**config.mk**
```make
export PLATFORM = sky130hd
export DESIGN_NAME = controle_multiciclo
export DESIGN_NICKNAME = d
export VERILOG_FILES = /design/src/rtl/controle_multiciclo_pkg.sv /design/src/rtl/controle_multiciclo_decod.sv /design/src/rtl/controle_multiciclo.sv
export SDC_FILE = /design/constraint.sdc
export NUM_CORES = 1
export LEC_CHECK = 0
export ABC_CLOCK_PERIOD_IN_PS = 4250
export CORE_AREA = 2 2 62 76
export DETAILED_ROUTE_END_ITERATION = 12
export DIE_AREA = 0 0 64 78
export GPL_TIMING_DRIVEN = 0
export PLACE_DENSITY = 0.9
export SKIP_LAST_GASP = 1
export SLEW_MARGIN = 20
export SYNTH_ARGS = -nofsm -noshare
export SYNTH_HDL_FRONTEND = slang
export SYNTH_SLANG_ARGS = --single-unit
```
**constraint.sdc**
```tcl
create_clock -name clk -period 4.25 [get_ports clk]
set_input_delay 0.425 -clock clk [delete_from_list [all_inputs] [get_ports clk]]
set_output_delay 0.425 -clock clk [all_outputs]
set_load 0.1 [all_outputs]
```
**src/rtl/controle_multiciclo_pkg.sv**
```systemverilog
// Shared definitions for the multicycle control unit: state codes, opcodes,
// ULA operation codes and instruction classes.
package controle_multiciclo_pkg;

    typedef enum logic [2:0] {
        BUSCA = 3'd0,
        DECOD = 3'd1,
        EXEC  = 3'd2,
        MEM   = 3'd3,
        ESCR  = 3'd4,
        ERRO  = 3'd7
    } estado_t;

    typedef enum logic [2:0] {
        CL_NENHUMA = 3'd0,
        CL_R       = 3'd1,
        CL_I       = 3'd2,
        CL_LOAD    = 3'd3,
        CL_STORE   = 3'd4,
        CL_BRANCH  = 3'd5
    } classe_t;

    localparam logic [6:0] OP_R      = 7'b0110011;
    localparam logic [6:0] OP_I      = 7'b0010011;
    localparam logic [6:0] OP_LOAD   = 7'b0000011;
    localparam logic [6:0] OP_STORE  = 7'b0100011;
    localparam logic [6:0] OP_BRANCH = 7'b1100011;

    localparam logic [6:0] F7_BASE = 7'b0000000;
    localparam logic [6:0] F7_ALT  = 7'b0100000;

    localparam logic [3:0] ALU_ADD = 4'b0000;
    localparam logic [3:0] ALU_SUB = 4'b0001;
    localparam logic [3:0] ALU_AND = 4'b0010;
    localparam logic [3:0] ALU_OR  = 4'b0011;
    localparam logic [3:0] ALU_XOR = 4'b0100;
    localparam logic [3:0] ALU_SLL = 4'b0101;
    localparam logic [3:0] ALU_SRL = 4'b0110;
    localparam logic [3:0] ALU_SRA = 4'b0111;
    localparam logic [3:0] ALU_SLT = 4'b1000;

    localparam int MEM_TIMEOUT_DEF = 15;
    localparam int CNT_W_DEF       = 16;

endpackage

```
**src/rtl/controle_multiciclo_decod.sv**
```systemverilog
// Combinational instruction decoder: opcode/f3/f7 to class, ULA operation,
// datapath selects and an illegal-instruction flag.
module decod_instr
    import controle_multiciclo_pkg::*;
(
    input  logic [6:0] opcode,
    input  logic [2:0] f3,
    input  logic [6:0] f7,
    output classe_t    classe,
    output logic [3:0] alu_op,
    output logic       alu_src,
    output logic [2:0] tipo_branch,
    output logic       sel_slt,
    output logic       ilegal
);

    logic eh_r;
    logic f7_ok;

    assign eh_r  = (opcode == OP_R);
    // Immediate forms ignore f7 except where it selects the shift flavour.
    assign f7_ok = !eh_r || (f7 == F7_BASE);

    always_comb begin
        classe      = CL_NENHUMA;
        alu_op      = ALU_ADD;
        alu_src     = 1'b0;
        tipo_branch = '0;
        sel_slt     = 1'b0;
        ilegal      = 1'b0;

        case (opcode)
            OP_R, OP_I: begin
                classe  = eh_r ? CL_R : CL_I;
                alu_src = !eh_r;
                sel_slt = (f3 == 3'b010);
                case (f3)
                    3'b000: begin
                        if (f7_ok)              alu_op = ALU_ADD;
                        else if (f7 == F7_ALT)  alu_op = ALU_SUB;
                        else                    ilegal = 1'b1;
                    end
                    3'b001: begin
                        alu_op = ALU_SLL;
                        ilegal = (f7 != F7_BASE);
                    end
                    3'b010: begin
                        alu_op = ALU_SLT;
                        ilegal = !f7_ok;
                    end
                    3'b100: begin
                        alu_op = ALU_XOR;
                        ilegal = !f7_ok;
                    end
                    3'b101: begin
                        if (f7 == F7_BASE)      alu_op = ALU_SRL;
                        else if (f7 == F7_ALT)  alu_op = ALU_SRA;
                        else                    ilegal = 1'b1;
                    end
                    3'b110: begin
                        alu_op = ALU_OR;
                        ilegal = !f7_ok;
                    end
                    3'b111: begin
                        alu_op = ALU_AND;
                        ilegal = !f7_ok;
                    end
                    default: ilegal = 1'b1;
                endcase
            end
            OP_LOAD: begin
                classe  = CL_LOAD;
                alu_src = 1'b1;
            end
            OP_STORE: begin
                classe  = CL_STORE;
                alu_src = 1'b1;
            end
            OP_BRANCH: begin
                classe      = CL_BRANCH;
                alu_op      = ALU_SUB;
                tipo_branch = f3;
                ilegal      = (f3 == 3'b010) || (f3 == 3'b011);
            end
            default: ilegal = 1'b1;
        endcase
    end

endmodule

```
**src/rtl/controle_multiciclo.sv**
```systemverilog
// Multicycle processor control unit: fetch/decode/execute/memory/writeback FSM
// with memory-wait timeout, sticky fault state and retired-instruction counter.
module controle_multiciclo
    import controle_multiciclo_pkg::*;
#(
    parameter int MEM_TIMEOUT = MEM_TIMEOUT_DEF,
    parameter int CNT_W       = CNT_W_DEF
) (
    input  logic             clk,
    input  logic             rst,
    input  logic [6:0]       opcode,
    input  logic [2:0]       f3,
    input  logic [6:0]       f7,
    input  logic             mem_pronto,
    output logic             ir_wr,
    output logic             pc_wr,
    output logic             regWrite,
    output logic             MemWrite,
    output logic             mem_req,
    output logic             ALUSrc,
    output logic             MemToReg,
    output logic             SeltipoSouB,
    output logic             selSLT,
    output logic             PCSrc,
    output logic [3:0]       ALUOp,
    output logic [2:0]       Tipo_Branch,
    output logic [2:0]       estado,
    output logic             erro,
    output logic [CNT_W-1:0] instr_ret
);

    localparam int WAIT_W = $clog2(MEM_TIMEOUT + 1);
    localparam logic [WAIT_W-1:0] WAIT_MAX = WAIT_W'(MEM_TIMEOUT - 1);

    estado_t          state_q, state_d;
    classe_t          classe_q;
    logic [3:0]       alu_op_q;
    logic             alu_src_q;
    logic [2:0]       tipo_q;
    logic             slt_q;
    logic [WAIT_W-1:0] wait_q;
    logic [CNT_W-1:0] cnt_q;

    classe_t          dec_classe;
    logic [3:0]       dec_alu_op;
    logic             dec_alu_src;
    logic [2:0]       dec_tipo;
    logic             dec_slt;
    logic             dec_ilegal;

    logic ir_wr_c, pc_wr_c, reg_wr_c, mem_wr_c, mem_req_c;

    decod_instr u_decod (
        .opcode      (opcode),
        .f3          (f3),
        .f7          (f7),
        .classe      (dec_classe),
        .alu_op      (dec_alu_op),
        .alu_src     (dec_alu_src),
        .tipo_branch (dec_tipo),
        .sel_slt     (dec_slt),
        .ilegal      (dec_ilegal)
    );

    always_ff @(posedge clk) begin
        if (rst) begin
            state_q   <= BUSCA;
            classe_q  <= CL_NENHUMA;
            alu_op_q  <= '0;
            alu_src_q <= 1'b0;
            tipo_q    <= '0;
            slt_q     <= 1'b0;
            wait_q    <= '0;
            cnt_q     <= '0;
        end else begin
            state_q <= state_d;
            if (state_q == DECOD) begin
                classe_q  <= dec_classe;
                alu_op_q  <= dec_alu_op;
                alu_src_q <= dec_alu_src;
                tipo_q    <= dec_tipo;
                slt_q     <= dec_slt;
            end
            // Held at zero outside MEM, so every MEM visit starts counting afresh.
            if (state_q == MEM && !mem_pronto) wait_q <= wait_q + 1'b1;
            else                               wait_q <= '0;
            if (pc_wr) cnt_q <= cnt_q + 1'b1;
        end
    end

    always_comb begin
        state_d     = state_q;
        ir_wr_c     = 1'b0;
        pc_wr_c     = 1'b0;
        reg_wr_c    = 1'b0;
        mem_wr_c    = 1'b0;
        mem_req_c   = 1'b0;
        MemToReg    = 1'b0;
        SeltipoSouB = 1'b0;
        selSLT      = 1'b0;
        PCSrc       = 1'b0;

        case (state_q)
            BUSCA: begin
                ir_wr_c = 1'b1;
                state_d = DECOD;
            end
            DECOD: state_d = dec_ilegal ? ERRO : EXEC;
            EXEC: begin
                case (classe_q)
                    CL_R, CL_I:        state_d = ESCR;
                    CL_LOAD, CL_STORE: state_d = MEM;
                    CL_BRANCH: begin
                        pc_wr_c = 1'b1;
                        PCSrc   = 1'b1;
                        state_d = BUSCA;
                    end
                    default:           state_d = ERRO;
                endcase
            end
            MEM: begin
                mem_req_c   = 1'b1;
                mem_wr_c    = (classe_q == CL_STORE);
                SeltipoSouB = (classe_q == CL_STORE);
                if (mem_pronto) begin
                    if (classe_q == CL_STORE) begin
                        pc_wr_c = 1'b1;
                        state_d = BUSCA;
                    end else begin
                        state_d = ESCR;
                    end
                end else if (wait_q == WAIT_MAX) begin
                    state_d = ERRO;
                end
            end
            ESCR: begin
                reg_wr_c = 1'b1;
                pc_wr_c  = 1'b1;
                MemToReg = (classe_q == CL_LOAD);
                selSLT   = slt_q;
                state_d  = BUSCA;
            end
            ERRO:    state_d = ERRO;
            default: state_d = ERRO;
        endcase
    end

    assign ir_wr    = ir_wr_c   & ~rst;
    assign pc_wr    = pc_wr_c   & ~rst;
    assign regWrite = reg_wr_c  & ~rst;
    assign MemWrite = mem_wr_c  & ~rst;
    assign mem_req  = mem_req_c & ~rst;

    assign ALUSrc      = alu_src_q;
    assign ALUOp       = alu_op_q;
    assign Tipo_Branch = tipo_q;
    assign estado      = state_q;
    assign erro        = (state_q == ERRO);
    assign instr_ret   = cnt_q;

endmodule

```
; Word level (Yosys, flattened, before mapping)
; Index checks and enable logic that the tools add are counted.
[classes]
bitwise = 7
mux = 33
reduce_logical = 16
add_sub_neg = 2
n_eq_ne = 25
[op_table]
columns = operator, count
row1 = case mux 4 bit (7 select lines), 1
row2 = "== test 3 bit, second input constant", 8
row3 = "== test 7 x 6 -> 1 bit, second input constant", 3
row4 = "== test 3 x 2 -> 1 bit, second input constant", 6
row5 = two-way mux 3 bit, 6
row6 = "adder 16 x 1 -> 16 bit, second input constant", 1
row7 = two-way mux 1 bit, 15
row8 = case mux 3 bit (5 select lines), 1
row9 = case mux 3 bit (4 select lines), 1
row10 = OR reduction 2 bit, 5
row11 = "== test 3 x 1 -> 1 bit, second input constant", 3
row12 = case mux 3 bit (3 select lines), 1
row13 = two-way mux 4 bit, 2
row14 = case mux 4 bit (2 select lines), 1
row15 = "== test 7 x 2 -> 1 bit, second input constant", 1
row16 = "== test 7 x 5 -> 1 bit, second input constant", 1
row17 = "== test 7 bit, second input constant", 1
row18 = zero test 7 bit, 1
row19 = nonzero test 7 bit, 1
row20 = zero test 3 bit, 2
row21 = case mux 1 bit (3 select lines), 2
row22 = AND 1 bit, 5
row23 = "adder 4 x 1 -> 4 bit, second input constant", 1
row24 = "== test 4 bit, second input constant", 1
row25 = 9 further kinds, 13
[word_totals]
wordCells = 91
register_bits = 35
out_inout_bits = 37

; Longest topological paths before layout
[logic_depth]
ltp_word = 8
depth_mapped = 5

; Hierarchy
; Synthesis repeated with hierarchy kept, for this count alone.
[unflattened]
cells_unflattened = 257
hier_area_um2 = 2034.5
[modules_own_cells]
columns = module, area_each_um2, cells_per_inst, n_inst
row1 = controle_multiciclo, 1752.9, 210, 1
row2 = decod_instr, 281.5, 47, 1

; Least setup slack after synthesis
; No wires, ideal clock.
[synth_path]
path_kind = register to output
from = register state_q[0], in the netlist estado[0]
to = output MemWrite
path_stages_with_launch = 4
setup_slack_ps = -578
t_required_ps = 3825
t_arrival_ps = 4403
n_path_buf = 1
path_cell_list = dfxtp_1 > clkbuf_1 > nand3b_1 > nor4_1
[synth_via]
elab_chain_len = 3
[synth_rtl]
columns = element, line
row1 = from (decl), controle_multiciclo.sv:35  ; estado_t state_q, state_d;
row2 = from (signal assigned), controle_multiciclo.sv:76  ; state_q <= state_d;
row3 = == test 3 x 2 -> 1 bit, controle_multiciclo.sv:103  ; case (state_q)
row4 = two-way mux 1 bit, controle_multiciclo.sv:103
row5 = AND 1 bit, controle_multiciclo.sv:151  ; assign MemWrite = mem_wr_c & ~rst;
row6 = to (decl), controle_multiciclo.sv:18  ; output logic MemWrite,
; Every way passes these cells.

; Worst setup path after layout
[layout_path]
from = register state_q[0], in the netlist estado[0]
to = output SeltipoSouB
[layout_via]
elab_chain_len = 2
[layout_rtl]
columns = element, line
row1 = == test 3 x 2 -> 1 bit, controle_multiciclo.sv:103
row2 = two-way mux 1 bit, controle_multiciclo.sv:103
row3 = to (decl), controle_multiciclo.sv:22  ; output logic SeltipoSouB,
; Every way passes these cells.

==> results.ini <==
[status]
status = finished clean

[sta]
tns_ps = 0
relSlewSlack = 0.330
finalSetupViolCount = 0
fin_ws_ps = 864
hold_viol = 0
grt_setup_unrepaired = no
worst_slew_pin_slew_ps = 1000
clock-skew-final_ps = 9.27
slew_violations = 0
fin_crit_sh = 0.797
min_period_ps = 3390
max_freq_mhz = 295

[global_routing]
grt_pass1_vias = 2027
grt.total_usage = 0.234
grt_pass1_wl_um = 9330
grt_overflow = 0
antenna_found_initial = 0
grt_max_degree = 12

[synthesis]
yosys-top-cells-count = 35 x dfxtp_1, 29 x nor2_1, 24 x a21oi_1
synth_cell_types = 58
yosysSeqAreaShare = 0.323
synth_ff_type = dfxtp_1
synth-seq-cells = 35
async_flop_share = 0
synth.area.top_cells = dfxtp_1 32%, a21oi_1 5.5%, nor2_1 5.0%, mux2_2 4.7%, a2111oi_4 3.8%
synth_top_area_cell = dfxtp_1
syn_inst = 255
synth_most_common_cell = dfxtp_1
synth_top_cell_area_share = 0.323
synth_edf_count = 0
syn_nets = 278
syn_area_per_cell_um2 = 8.51
yosysWarningCount = 0
synthesis.area_mm2 = 0.00217

[clock_tree]
cts_setup_buffers = 0
numCtsBuffers = 5
cts-hold-fix-buffers = 0
clock-sinks = 35
htree_levels = 2
path_clk_slew_ps = 80
cts_tree = built
clk_latency_ps = 290
clockRootBuffer = clkbuf_8
cts_resized = 0
clockBufferDepth = 2

[layout]
final_nets = 339
final_util = 0.692
stdcell_count = 373
n_antenna_cell = 0
num-fill-cells = 340
area_delta_synth_final_pct = 33.8
drive_gt1_frac = 0.114

[die]
rows = 26
core-area_mm2 = 0.00420
die_w_um = 64
start_util = 0.517
die_h_um = 78
io_pins = 57
die-area_mm2 = 0.00499

[flow_run]
cap_violations = 0

[power_and_ir_drop]
p_comb_frac = 0.274
swShare = 0.351
intPower_mw = 0.554
total_power_mw = 0.854
leakagePower_nw = 0.948
p_per_area_mw_per_mm2 = 294
switchingPower_mw = 0.300
p_seq_frac = 0.408
peakVddDrop_mv = 0.142
clkPwrFrac = 0.319

[worst_setup_path]
required_ps = 3830
crit_arrival_ps = 2960
crit_type = flop to output pin
critPathCaptureType = output pin
cp_max_fo = 10
crit_path_start_kind = flop

[drt]
viasPerCell = 5.84
via_count = 2177
ant_nets = 0
routed_wl_um = 5620
drt_iter0_markers = 124
post_drt_wl_per_cell_um = 15.1
drtPass1Iterations = 4
drc = 0

[place]
hpwl_um = 4100
post-place-ws_ps = 1050
io_buffers = 54
gp_congestion = 0.957
dp_cells = 365

[worst_hold_path]
min_path_type = flop to flop

[cells in the final DEF (no fill, tap or decap), drive strengths merged, types with 5 or more instances in the layout]
master | synthesis | routed
clkbuf | 13 | 20
clkdlybuf4s50 | 0 | 54
nand2b | 5 | 5
mux2 | 12 | 12
nand3 | 14 | 14
inv | 7 | 7
o21ai | 7 | 7
dfxtp | 35 | 35
nand4 | 6 | 6
nor4 | 5 | 5
nor3 | 7 | 7
nor2 | 29 | 29
nor2b | 13 | 13
nand2 | 15 | 15
a21oi | 24 | 24
[flip-flops by register name (all words and copies together), names as in the netlist]
signal	flops
ALUOp	4
ALUSrc	1
Tipo_Branch	3
classe_q	3
estado	3
instr_ret	16
slt_q	1
wait_q	4
[path summary, 6_finish.rpt]
path                          startpoint                    endpoint  slack [ps]  cells after the start
hold reg to reg      ALUSrc$_SDFFE_PP0P_         ALUSrc$_SDFFE_PP0P_         460                      2
setup reg to reg  estado[2]$_SDFFE_PP0P_  instr_ret[13]$_SDFFE_PP0P_        2180                      5
setup / recovery  estado[0]$_SDFFE_PP0P_                 SeltipoSouB         860                      4
hold / removal       ALUSrc$_SDFFE_PP0P_         ALUSrc$_SDFFE_PP0P_         460                      2
[per-stage QoR]
stage / hold WS (ps) / instance area, µm²
floorplan: 430 / 2190
global placement: 438 / 2800
detailed placement: 452 / 2800
CTS: 461 / 2900
global route: 490 / 2900
finish: 464 / 2900
[layer usage]
layer | vias up | global-route usage | part of all wire
met5 | - | 0 | 0
met4 | 0 | 0.0761 | 0.023
met3 | 14 | 0.0565 | 0.046
met1 | 1039 | 0.264 | 0.41
met2 | 66 | 0.423 | 0.52
li1 | 1058 | - | -
[worst max-delay path, cell delays in order (launching register included)]
cell	delay (ps)
dfxtp_1	520
clkbuf_1	410
nand3b_1	270
nor3_1	270
clkdlybuf4s50_1	1190
[cells by family after synthesis]
kind of cell	after synthesis	synth area share
compound gates	59	0.205
xor+xnor	3	0.0121
fa+ha+maj	3	0.0173
buf+inv	23	0.0501
flops	35	0.323
mux	12	0.0622
simple gates	120	0.330
[area by class of cell]
class                      instances  area, µm²  area share
multi-input combinational        197       1380       0.475
sequential                        35        701       0.241
timing repair buffer              54        541       0.186
clock buffer                       7       96.3      0.0332
buffer                            16       82.6      0.0284
tap                               56       70.1      0.0241
inverter                           7       26.3     0.00905
clock inverter                     1       7.51     0.00259
[power by group through the flow]
stage          logic, mW  clock network, mW  registers, mW
2_1_floorplan      0.118                  0          0.403
3_3_place_gp       0.226                  0          0.355
3_5_place_dp       0.230                  0          0.355
4_1_cts            0.232              0.273          0.348
5_1_grt            0.248              0.294          0.349
6_report           0.234              0.272          0.348
(Power assumes the default switching activity.)
==> RTL change 1 (same flow settings) <==
Re-encode `classe_t` (6 values) as one-hot, 6 bits wide.
--- a/src/rtl/controle_multiciclo_pkg.sv
+++ b/src/rtl/controle_multiciclo_pkg.sv
@@ -12,11 +12,11 @@
     } estado_t;
 
-    typedef enum logic [2:0] {
-        CL_NENHUMA = 3'd0,
-        CL_R       = 3'd1,
-        CL_I       = 3'd2,
-        CL_LOAD    = 3'd3,
-        CL_STORE   = 3'd4,
-        CL_BRANCH  = 3'd5
+    typedef enum logic [5:0] {
+        CL_NENHUMA = 6'b000001,
+        CL_R       = 6'b000010,
+        CL_I       = 6'b000100,
+        CL_LOAD    = 6'b001000,
+        CL_STORE   = 6'b010000,
+        CL_BRANCH  = 6'b100000
     } classe_t;
 
Check against the original RTL: same outputs for any inputs over 10 cycles, from zero or initial values and one cycle with rst high; not proved beyond that.
==> RTL change 1 against the unedited design <==
Clock skew shrank 0.0018 ns. Final area decreased by 6.4%. Worst setup slack worse by 0.038 ns. Critical path depth grew 1. Wire length decreased by 9.8%. Non-clock buffer count decreased by 3. Fmax shrank 1.1%. Sequential share of layout area up 3.9 points. Synthesized area decreased by 7.6%. Sequential cell count grew 3.
Power is not compared: it rests on default switching activity, and its combinational part moved more than twofold at a synthesized area within 25%.
==> RTL change 1: results (changes against the unedited design) <==
met3 usage=5.94% (was 5.65%); largest net degree at the start of global routing=13 (was 12); CP arrival=3.00 ns (was 2.96 ns); P_sw=about 0.55 mW; share of cells above drive strength 1=6.82% (was 11.4%); post-cts sizing count=0 (unchanged); CP max-delay cell=clkdlybuf4s50_1 (unchanged); register area share after synthesis=37.9% (was 32.3%); Diodes inserted=0 (unchanged); DRT iter0 DRCs=125 (was 124); global routing usage on met2=38.1% (was 42.3%); share of flip-flops with an asynchronous set or reset=0% (unchanged); drt pass-1 iters=4 (unchanged); drt total wl=5070 um (was 5620 um); Nets=330 (was 339); worst min-delay path class=reg -> reg (unchanged); DP HPWL=3770 um (was 4100 um); Synth area leaders=dfxtp_1 (38%), nor2_1 (6.4%), a21oi_1 (4.5%) (was dfxtp_1 (32%), a21oi_1 (5.5%), nor2_1 (5.0%)); buffer depth of the longest clock path=2 (unchanged); root buf cell=clkbuf_8 (unchanged); Fill cells=336 (was 340); Clock Latency Late Sink=0.30 ns; initial antenna violation count=0 (unchanged); synthesized net count=269 (was 278); top_reg_cell synth=dfxtp_1 (unchanged); Post-synth top cells=dfxtp_1 (38), nor2_1 (34), nand2_1 (20), a21oi_1 (18), nand3_1 (11) (was dfxtp_1 (35), nor2_1 (29), a21oi_1 (24), nand2_1 (15)); Max Clock Skew=0.00742 ns (was 0.00927 ns); worst vdd ir=230 uV; status=finished clean (unchanged); Static Leak=0.939 nW; Tightest Pin Transition=0.996 ns (was 1.00 ns); max incr delay on CP=0.98 ns (was 1.19 ns); dpl ws=0.794 ns (was 1.05 ns); Synth warnings=0 (unchanged); final RePlAce weighted congestion=0.913 (was 0.957); Via Count=2072 (was 2177); number of global-route vias before repair=1916 (was 2027); port bufs=54 (unchanged); clock-pin transition on the worst setup and hold timing paths=~0.070 ns; post-synth cell types=53 (was 58); first-pass GRT wire length=8590 um (was 9330 um); GRT Util Overall=21.7% (was 23.4%); met1 usage=24.0% (was 26.4%)
## RTL change 1: cell count changes after synthesis, sizes merged, moves of 4 or more
| cell | before | now |
|---|---|---|
| a211oi | 2 | 7 |
| a21oi | 24 | 18 |
| mux2 | 12 | 0 |
| nand2 | 15 | 20 |
| nor2 | 29 | 35 |
| nor2b | 13 | 3 |
| nor3 | 7 | 3 |
| or3 | 1 | 8 |
| xnor2 | 1 | 5 |
| xor2 | 2 | 8 |
## RTL change 1: layer usage
metal / share of wire [%] / wire length [um] / vias to the layer above
li1: - / - / 1021
met3: 4.9 / 250 / 10
met1: 42 / 2150 / 979
met4: 2.0 / 101 / 0
met2: 51 / 2570 / 62
met5: 0 / 0 / -
## RTL change 1: cell type report
type | count | share of cell area [%]
timing repair buffer | 54 | 19.9
tap | 56 | 2.58
clock inverter | 2 | 0.460
buffer | 13 | 1.93
clock buffer | 6 | 3.04
sequential | 38 | 28.0
multi-input combinational | 191 | 43.6
inverter | 4 | 0.552
## RTL change 1: worst paths after layout
path,from,end,slack (ns),cells after the start
worst max register to register,estado[0]$_SDFFE_PP0P_,instr_ret[14]$_SDFFE_PP0P_,2.31,6
worst max-delay path,rst,pc_wr,0.83,5
worst min-delay path,slt_q$_SDFFE_PP0P_,slt_q$_SDFFE_PP0P_,0.46,2
worst min register to register,slt_q$_SDFFE_PP0P_,slt_q$_SDFFE_PP0P_,0.46,2
## RTL change 1: worst register-to-register path: stages, from the launching register on
cell and delay, ns:
dfxtp_1 0.34, buf_2 0.19, nor2_1 0.22, and2_1 0.33, nor2_2 0.14, or4_1 0.52
a21oi_1 0.16
## RTL change 1: logic make-up after synthesis
group                    count (synthesis)  synth area share (%)
AND/OR/NAND/NOR                        115                  31.0
flip-flops                              38                  37.9
XOR/XNOR                                13                  5.67
buffers and inverters                   17                  3.37
AO/OA/AOI/OAI                           59                  19.7
multiplexers                             1                 0.499
adder cells (fa/ha/maj)                  3                  1.87
## RTL change 1: metrics by stage
step | util (%) | instance area [sq um] | cells
2_1_floorplan | - | 2010 | 246
3_3_place_gp | 62.5 | 2620 | 356
3_5_place_dp | 62.5 | 2620 | 356
4_1_cts | 64.8 | 2720 | 364
5_1_grt | 64.8 | 2720 | 364
6_report | 64.8 | 2720 | 364
## RTL change 1: power by group through the flow
stage	Combinational, mW	Clock [mW]	Sequential (mW)
finish	0.543	0.259	0.414
global route	0.573	0.280	0.420
CTS	0.540	0.260	0.414
detailed placement	0.535	0	0.422
global placement	0.526	0	0.422
floorplan	0.275	0	0.552
==> RTL change 2 (same settings) <==
Made on the original files. Set the package constant `CNT_W_DEF` to 12 (it was 16).
--- a/src/rtl/controle_multiciclo_pkg.sv
+++ b/src/rtl/controle_multiciclo_pkg.sv
@@ -41,5 +41,5 @@
 
     localparam int MEM_TIMEOUT_DEF = 15;
-    localparam int CNT_W_DEF       = 16;
+    localparam int CNT_W_DEF       = 12;
 
 endpackage
Interface: changed (resized instr_ret); port bits go from 57 to 53. No check against the original RTL was run, so the function may have changed too.
==> RTL change 2 against the unedited design <==
Sequential power down 12%. Worst hold slack worse by 0.016 ns. Sequential cell count down 4. Worst setup slack worse by 0.031 ns. Sequential share of layout area up 1.2 points. Largest power group unchanged. Wire length down 21%. Non-clock buffer count down 8. Synthesized cell count down 13%. Synthesized area down 19%. Final area down 16%. Clock skew down 0.0041 ns. Total power down 9.2%.
==> RTL change 2: results (changes against the unedited design) <==
status=finished clean (unchanged); Compound-Gate Fraction of Synth Area=19.1% (was 20.5%); port bufs=49 (was 54); drt total wl=4450 um (was 5620 um); Cells after DPL=326 (was 365); Max Clock Skew=0.00519 ns (was 0.00927 ns); wire length per cell=13.3 um (was 15.1 um); Rel. slew slack=33.7% (was 33.0%); share of cells above drive strength 1=5.76% (was 11.4%); first-pass GRT wire length=7540 um (was 9330 um); Static Leak=0.854 nW (was 0.948 nW); DRT iter0 DRCs=57 (was 124); area share of fa/ha/maj cells after synthesis=2.12% (was 1.73%); CP arrival=2.99 ns (was 2.96 ns); Nets=300 (was 339); post-synthesis xor/xnor area fraction=1.49% (was 1.21%); max incr delay on CP=1.17 ns (was 1.19 ns); Fill cells=360 (was 340); worst vdd ir=175 uV (was 142 uV); Post-synth top cells=nor2_1 (32), dfxtp_1 (31), a21oi_1 (16), clkbuf_1 (13), nand2_1 (12) (was dfxtp_1 (35), nor2_1 (29), a21oi_1 (24), nand2_1 (15)); register area share after synthesis=35.1% (was 32.3%); vias per inst=5.44 (was 5.84); switching share of power=34.7% (was 35.1%); clock-pin transition on the worst setup and hold timing paths=0.06 ns (was 0.08 ns); post-synthesis mux area share=6.30% (was 6.22%); Synth area leaders=dfxtp_1 (35%), nor2_1 (6.8%), a21oi_1 (4.5%) (was dfxtp_1 (32%), a21oi_1 (5.5%), nor2_1 (5.0%)); DP HPWL=3340 um (was 4100 um); number of global-route vias before repair=1761 (was 2027); post-synth cell types=53 (was 58); synthesized net count=244 (was 278); top_reg_cell synth=dfxtp_1 (unchanged); Post-synth EDFFs=0 (unchanged); Post-Syn Instances=221 (was 255); dpl ws=0.919 ns (was 1.05 ns)
-- RTL change 2: cell families after synthesis --
group | count (synthesis)
mux | 10
buf+inv | 22
simple gates | 101
compound gates | 51
xor+xnor | 3
flops | 31
fa+ha+maj | 3
-- RTL change 2: power by group through the flow --
stage               logic, mW  registers, mW  clock network, mW
finish                  0.217          0.306              0.252
global route            0.232          0.307              0.270
CTS                     0.217          0.306              0.258
detailed placement      0.216          0.312                  0
global placement        0.213          0.313                  0
floorplan               0.106          0.363                  0
-- RTL change 2: worst max-delay path: cells and delay by family, from the launching register on --
| kind | cells | cell delay [ns] |
|---|---|---|
| compound gates | 2 | 0.49 |
| buf+inv | 2 | 1.41 |
| flops | 1 | 0.32 |
| simple gates | 1 | 0.49 |
-- RTL change 2: path summary, 6_finish.rpt --
| path | startpoint | end | slack [ns] |
|---|---|---|---|
| max reg2reg | estado[2]$_SDFFE_PP0P_ | instr_ret[11]$_SDFFE_PP0P_ | 2.05 |
| min | slt_q$_SDFFE_PP0P_ | slt_q$_SDFFE_PP0P_ | 0.45 |
| min reg2reg | slt_q$_SDFFE_PP0P_ | slt_q$_SDFFE_PP0P_ | 0.45 |
| max | estado[2]$_SDFFE_PP0P_ | pc_wr | 0.83 |
-- RTL change 2: routing by layer --
layer  part of all wire [%]  track usage (%)  vias to the layer above
met5                      0                0                        -
met4                    2.0             8.70                        0
met3                    6.5             6.09                        9
met2                     51             32.8                       60
met1                     40             20.5                      834
li1                       -                -                      913
-- RTL change 2: per-stage QoR --
step           power [mW]  setup TNS (ns)  area [sq um]  hold WS, ns
4_1_cts             0.781               0          2450        0.452
5_1_grt             0.809               0          2450        0.488
3_5_place_dp        0.528               0          2350        0.446
2_1_floorplan       0.468        -0.00414          1790        0.430
6_report            0.775               0          2450        0.448
3_3_place_gp        0.526               0          2350        0.440
-- RTL change 2: layout make-up --
cell class / count / share of cell area (%)
plain buffers: 13 / 1.99
clock buffers: 8 / 4.09
inverters: 9 / 1.38
multi-input cells: 168 / 44.3
flip-flops and latches: 31 / 25.3
well taps: 56 / 2.86
repair buffers: 49 / 20.0
